[config.mk]
export PLATFORM = sky130hd
export DESIGN_NAME = pattern_sched
export DESIGN_NICKNAME = d
export VERILOG_FILES = /design/src/rtl/pattern_sched.sv
export SDC_FILE = /design/constraint.sdc
export NUM_CORES = 1
export LEC_CHECK = 0
export CAP_MARGIN = 5
export CORE_MARGIN = 3
export CORE_UTILIZATION = 30
export DETAILED_ROUTE_END_ITERATION = 10
export HOLD_SLACK_MARGIN = 0.12
export SYNTH_ARGS = -nofsm -noshare
export SYNTH_HDL_FRONTEND = slang
export SYNTH_SLANG_ARGS = --single-unit
[constraint.sdc]
create_clock -name pclk -period 6.1 [get_ports pclk]
set_input_delay 0.61 -clock pclk [delete_from_list [all_inputs] [get_ports pclk]]
set_output_delay 0.61 -clock pclk [all_outputs]
set_load 0.005 [all_outputs]
[src/rtl/pattern_sched.sv]
// Test-pattern scheduler: cycles patterns automatically every FRAMES_PER_PAT frames
// or holds a host-selected pattern, switching only at frame start.
module pattern_sched #(
    parameter int H_ADDR         = 640,
    parameter int V_ADDR         = 480,
    parameter int NUM_PAT        = 5,
    parameter int FRAMES_PER_PAT = 60
) (
    input  logic       pclk,
    input  logic       rst_n,
    input  logic       de,
    input  logic [9:0] X,
    input  logic [9:0] Y,
    input  logic       cmd_valid,
    input  logic       cmd_mode,
    input  logic [2:0] cmd_pat,
    output logic       cmd_ready,
    output logic       cmd_err,
    output logic [2:0] pat_sel,
    output logic       pat_update,
    output logic [9:0] frame_cnt
);

    typedef enum logic [1:0] {WAIT_FS, AUTO, MANUAL, PEND} state_t;

    localparam logic [9:0] CNT_LAST  = 10'(FRAMES_PER_PAT - 1);
    localparam logic [9:0] CNT_MAX   = 10'd1023;
    localparam logic [2:0] PAT_LAST  = 3'(NUM_PAT - 1);
    localparam logic [3:0] PAT_LIMIT = 4'(NUM_PAT);

    state_t     state;
    state_t     state_next;
    logic       armed;
    logic       active;
    logic       fs;
    logic       accept;
    logic       bad_cmd;
    logic       cmd_ok;
    logic       pend_mode;
    logic [2:0] pend_pat;
    logic [2:0] pat_d;
    logic [9:0] cnt_d;
    logic       upd_d;
    logic       err_d;
    logic       ready_d;

    // de reported outside the active window is not treated as active video.
    assign active  = de && (int'(X) < H_ADDR) && (int'(Y) < V_ADDR);
    assign fs      = armed && active && (X == 10'd0) && (Y == 10'd0);
    assign accept  = cmd_valid && cmd_ready;
    assign bad_cmd = cmd_mode && ({1'b0, cmd_pat} >= PAT_LIMIT);
    assign cmd_ok  = accept && !bad_cmd;

    // Frame-start tracker: re-armed only by de low, so a held (0,0) fires once.
    always_ff @(posedge pclk or negedge rst_n) begin
        if (!rst_n) begin
            armed <= 1'b0;
        end else if (!de) begin
            armed <= 1'b1;
        end else if (fs) begin
            armed <= 1'b0;
        end
    end

    // NOTE: sequential state uses non-blocking assignments so every flop
    // samples the pre-edge values, independent of process ordering.
    always_ff @(posedge pclk or negedge rst_n) begin
        if (!rst_n) begin
            pend_mode <= 1'b0;
            pend_pat  <= 3'd0;
        end else if (cmd_ok) begin
            pend_mode <= cmd_mode;
            pend_pat  <= cmd_pat;
        end
    end

    always_ff @(posedge pclk or negedge rst_n) begin
        if (!rst_n) begin
            state <= WAIT_FS;
        end else begin
            state <= state_next;
        end
    end

    // An fs arriving with a command is consumed by the current state first.
    always_comb begin
        state_next = state;
        case (state)
            WAIT_FS:      if (fs) state_next = AUTO;
            AUTO, MANUAL: if (cmd_ok) state_next = PEND;
            PEND:         if (fs) state_next = pend_mode ? MANUAL : AUTO;
            default:      state_next = WAIT_FS;
        endcase
    end

    // NOTE: every signal gets a default before the case so no latch is inferred.
    always_comb begin
        pat_d   = pat_sel;
        cnt_d   = frame_cnt;
        upd_d   = 1'b0;
        err_d   = accept && bad_cmd;
        ready_d = (state_next == AUTO) || (state_next == MANUAL);
        if (fs) begin
            case (state)
                AUTO: begin
                    if (frame_cnt == CNT_LAST) begin
                        cnt_d = 10'd0;
                        pat_d = (pat_sel == PAT_LAST) ? 3'd0 : pat_sel + 3'd1;
                        upd_d = 1'b1;
                    end else begin
                        cnt_d = frame_cnt + 10'd1;
                    end
                end
                MANUAL: begin
                    if (frame_cnt != CNT_MAX) cnt_d = frame_cnt + 10'd1;
                end
                PEND: begin
                    cnt_d = 10'd0;
                    if (pend_mode) begin
                        pat_d = pend_pat;
                        upd_d = (pend_pat != pat_sel);
                    end
                end
                default: ;
            endcase
        end
    end

    always_ff @(posedge pclk or negedge rst_n) begin
        if (!rst_n) begin
            pat_sel    <= 3'd0;
            frame_cnt  <= 10'd0;
            pat_update <= 1'b0;
            cmd_err    <= 1'b0;
            cmd_ready  <= 1'b0;
        end else begin
            pat_sel    <= pat_d;
            frame_cnt  <= cnt_d;
            pat_update <= upd_d;
            cmd_err    <= err_d;
            cmd_ready  <= ready_d;
        end
    end

endmodule

## Word level (Yosys, flattened, before mapping)

Cells that the tools add are included.

| word-level totals | value |
|---|---|
| register bits | 23 |
| input port bits | 28 |
| output and inout bits | 16 |
| logic and storage cells | 64 |

| operators by class | value |
|---|---|
| add/subtract/negate cells | 2 |
| $lt $le $gt $ge | 3 |
| equal/unequal tests | 13 |
| muxes and demuxes | 18 |
| reduce and logical (&&, ||, !) cells | 19 |

Operators with widths:

| kind | count |
|---|---|
| $pmux W10 S3 | 1 |
| $logic_not A10 Y1 | 2 |
| $mux W10 | 2 |
| $add A10 B1 Y10 const B | 1 |
| $eq A10 B6 Y1 const B | 1 |
| $lt A10 B10 Y1 const B | 1 |
| $lt A10 B9 Y1 const B | 1 |
| $ne A10 B10 Y1 const B | 1 |
| $logic_and A1 B1 Y1 | 9 |
| $mux W3 | 3 |
| $mux W2 | 4 |
| $eq A2 B2 Y1 const B | 3 |
| $ne A2 B2 Y1 const B | 3 |
| $pmux W2 S3 | 1 |
| $pmux W3 S2 | 1 |
| $mux W1 | 5 |
| $eq A2 B1 Y1 const B | 2 |
| $reduce_and A4 Y1 | 1 |
| $add A3 B1 Y3 const B | 1 |
| $eq A3 B3 Y1 const B | 1 |
| $ge A3 B3 Y1 const B | 1 |
| $ne A3 B3 Y1 | 1 |
| $reduce_and A3 Y1 | 1 |
| $reduce_bool A3 Y1 | 1 |
| other kinds (7) | 7 |

## Logic depth before layout (Yosys ltp)

| depth | value |
|---|---|
| depth in word-level cells | 10 |
| depth in mapped cells | 9 |

## Worst setup path before layout

No wires, ideal clock.

| timing | value |
|---|---|
| path type | input to register |
| start | in Y[8] |
| end | reg frame_cnt[2] |
| setup time | 0.135 ns |
| data arrival time | 2.160 ns |
| data required time | 5.965 ns |
| setup slack | 3.805 ns |
| stages on the path | 7 |
| path buffers | 2 |
| cell sequence | nor4_2 nand3b_2 or3_1 clkbuf_2 buf_2 nor2_1 nor2_1 |

| between the ends | value |
|---|---|
| longest elaborated chain between the ends | 6 |

Ends and longest elaborated chain:

| what | line | text |
|---|---|---|
| start, declared | 13 | `input logic [9:0] Y,` |
| $lt A10 B9 Y1 | 48 | `assign active = de && (int'(X) < H_ADDR) && (int'(Y) < V_ADDR);` |
| $logic_and A1 B1 Y1 | 48 |  |
| $logic_and A1 B1 Y1 (2 in series) | 49 | `assign fs = armed && active && (X == 10'd0) && (Y == 10'd0);` |
| $logic_and A1 B1 Y1 * | 49 |  |
| $reduce_and A3 Y1 (no line) * | n/a |  |
| end signal, assigned | 138 | `frame_cnt <= cnt_d;` |
| end, declared | 21 | `output logic [9:0] frame_cnt` |

Mark *: on every way between the ends. The rest lies on a longest branch, timed or not.
A chain may end at the register's enable or synchronous reset.

## Final worst setup path

| timing | value |
|---|---|
| start | in X[0] |
| end | reg frame_cnt[9] |

| between the ends | value |
|---|---|
| longest elaborated chain between the ends | 7 |

Ends and longest elaborated chain:

| what | line | text |
|---|---|---|
| start, declared | 12 | `input logic [9:0] X,` |
| $lt A10 B10 Y1 | 48 |  |
| $logic_and A1 B1 Y1 (2 in series) | 48 |  |
| $logic_and A1 B1 Y1 | 49 |  |
| $logic_and A1 B1 Y1 * (2 in series) | 49 |  |
| $reduce_and A3 Y1 (no line) * | n/a |  |

Marked as above.

==> metrics <==
Clock Root Buffer=clkbuf_8; wl on met1=1430 microns; Max stage delay on crit path=0.58 ns; Fin Hold WS=0.532 ns; pwr dens=204 nW/um^2; die area=approximately 5600 sq um; register area share after synthesis=between 40% and 50%; I/O pin count=between 40 and 50; Setup crit end kind=flop; Comb pwr share=around 28%; initial core utilization=around a third; Clk pwr share=23.8%; VDD IR-drop max=0.152 mV; WS Path Type=input pin to flop; Synth area leaders=dfrtp_1 (40%), ha_1 (6.1%), nor4_4 (4.5%); routed len/inst=13.9 microns; synthesized net count=roughly 170; Layout fillers=~440; dpl ws=a little over 3 ns; CP max stage cell=or3_1; Rel. slew slack=32.1%; gr ovfl total=0; Clk pin slew, worst setup/hold paths=~0.08 ns; HPWL after DPL=2610 microns; routed via count=about 1200; met2 WL post-DR=1660 microns; vias in the first global route=~1200; clk buf depth=2; share of cells above drive strength 1=between 7 and 8%; Tcrit/Tclk final=around 44%; Final setup viols=0; status=finished clean; synth unique cells=40; H-tree level count=1; Cell Chain, Critical Path=clkdlybuf4s50_1, nor4b_4, nand4_4, or3_1, or4_1, a21oi_1; CTS tree=done; syn_area_per_cell=about 10 sq um; slack of the critical path=about 3.4 ns; Placer Congestion=0.746; Initial DRC Count=64; final hold viol count=0; CP bufs+invs=1; Post-synth EDFFs=0; core area=between 4000 and 5000 sq um; Post-synth top cells=dfrtp_1 (23), a21oi_1 (10), nor2_1 (9), o21ai_0 (9); Worst EP arrival=about 2.9 ns; remaining antenna violation count=0; GRT Total Usage=~13%; WL final=between 3000 and 4000 microns; RSZ-0062 raised after global routing=false; DR vias/cell=about 5.3; register area=between 500 and 600 sq um; Sw Ratio=roughly 30%; met3 wire len=roughly 130 microns; post-synthesis xor/xnor area fraction=approximately 3.7%; post-route DRC violation count=0; Core Rows=24; initial antenna violation count=0; CTS Hold Bufs=0; first-pass GRT wire length=~5500 microns; Int Power=~280 uW; Final Max Tran Viols=0; n_diodes=0; Max-cap violations=0; Post-layout nets=between 200 and 250; DR pass1 iterations=4; mux share of post-synthesis cell area=under 10%; CP Launch Type=input pin; post-layout min period=between 2 and 3 ns; Net Switching=between 100 and 150 uW; fmax=~370 MHz; Synth Instances=139; Area Overhead vs Synth=36.9%; Pleak=roughly 0.00074 uW; Die Span Y=75.0 microns; synth warn=0; hold crit path type=flop to flop; Post-Syn Area=around 1400 sq um; Fin Setup TNS=0 ns; clk sinks=23; post-CTS setup buffers=0; Seq pwr share=~50%; Die W=about 75 microns; area share of the largest cell type after synthesis=between 40% and 50%; cell taking the most area after synthesis=dfrtp_1; CP delay by family, top=simple AND/OR/NAND/NOR gates; CP Max Fanout=16; Synth Area in Compound Gates=16.2%; most common cell in the netlist=dfrtp_1; main combinational cell family by area after synthesis=simple AND/OR/NAND/NOR gates; Synth Register Bits=23; Worst Path Required=6.29 ns; final setup skew=approximately 0.0027 ns; largest net degree at the start of global routing=24; Synth async-reset ratio=100%; Tightest Pin Transition=1.01 ns; multi-input logic area=810 sq um; number of I/O port buffers=43; Post-synth top flop=dfrtp_1; post-cts gate resize count=0; Clk Latency, worst-skew pair=0.26 ns; Synth Area in Simple Gates=roughly 27%; CTS buffer count=3; Adder-Cell Fraction of Synth Area=under 10%; uppermost layer routed=met4
## cell families after synthesis
logic type      after synthesis
buf+inv                      11
mux                           5
simple gates                 53
xor+xnor                      6
fa+ha+maj                     7
flops                        23
compound gates               34
## per-layer routing
| layer | global-route usage [%] | vias to the layer above |
|---|---|---|
| met3 | 3.34 | 6 |
| met4 | 2.77 | 0 |
| met5 | 0 | - |
| li1 | - | 612 |
| met1 | 15.5 | 590 |
| met2 | 22.0 | 28 |
## through the flow
stage                     util (%)  cell area, sq um  cells  power (uW)
after floorplan                  -              1430    139         262
after global placement        42.7              1910    231         303
after detailed placement      42.7              1910    231         306
after CTS                     43.7              1960    235         405
after global routing          43.7              1960    235         427
final                         43.7              1960    235         398
## cell type report
class,instances,area share [%]
Inverter,8,1.54
Timing Repair Buffer,43,22.0
Tap cell,52,3.33
Multi-Input combinational cell,105,41.4
Clock buffer,4,2.30
Sequential cell,23,29.4
## power groups by stage
| stage | Clock, uW | Combinational [uW] | Sequential, uW |
|---|---|---|---|
| 2_1_floorplan | 0 | 71.7 | 190 |
| 3_3_place_gp | 0 | 108 | 195 |
| 3_5_place_dp | 0 | 110 | 196 |
| 4_1_cts | 100 | 112 | 193 |
| 5_1_grt | 107 | 122 | 198 |
| 6_report | 94.8 | 110 | 194 |
## path summary, 6_finish.rpt
check	start	end	slack, ns	cells after the start
min in group asynchronous	rst_n	frame_cnt[3]	0.90	1
worst min-delay path	armed	armed	0.53	2
worst max register to register	state[1]	frame_cnt[9]	3.72	6
worst max-delay path	X[0]	frame_cnt[9]	3.41	6
max in group asynchronous	rst_n	pend_pat[0]	4.59	1
worst min register to register	armed	armed	0.53	2
## registers in the layout, summed over array words and instances (netlist names)
signal and flops:
state 2, pat_update 1, frame_cnt 10, cmd_ready 1, armed 1, pend_pat 3, cmd_err 1, pend_mode 1
pat_sel 3
## cells in the final DEF (no fill, tap or decap), types with 7 or more instances in the layout
cell / synthesis / routed
clkdlybuf4s50_1: 0 / 43
dfrtp_1: 23 / 23
a21oi_1: 10 / 10
nor2_1: 9 / 9
o21ai_0: 9 / 9
inv_1: 8 / 8
nand2_1: 8 / 8
ha_1: 7 / 7
## worst reg2reg max path: stages, from the launching register on
cell and delay, ns:
dfrtp_1 0.42, ha_1 0.43, or3_1 0.18, o31ai_1 0.09
or3_1 0.51, or4_1 0.52, a21oi_1 0.16
No activity file was read; power rests on OpenSTA's default activity.
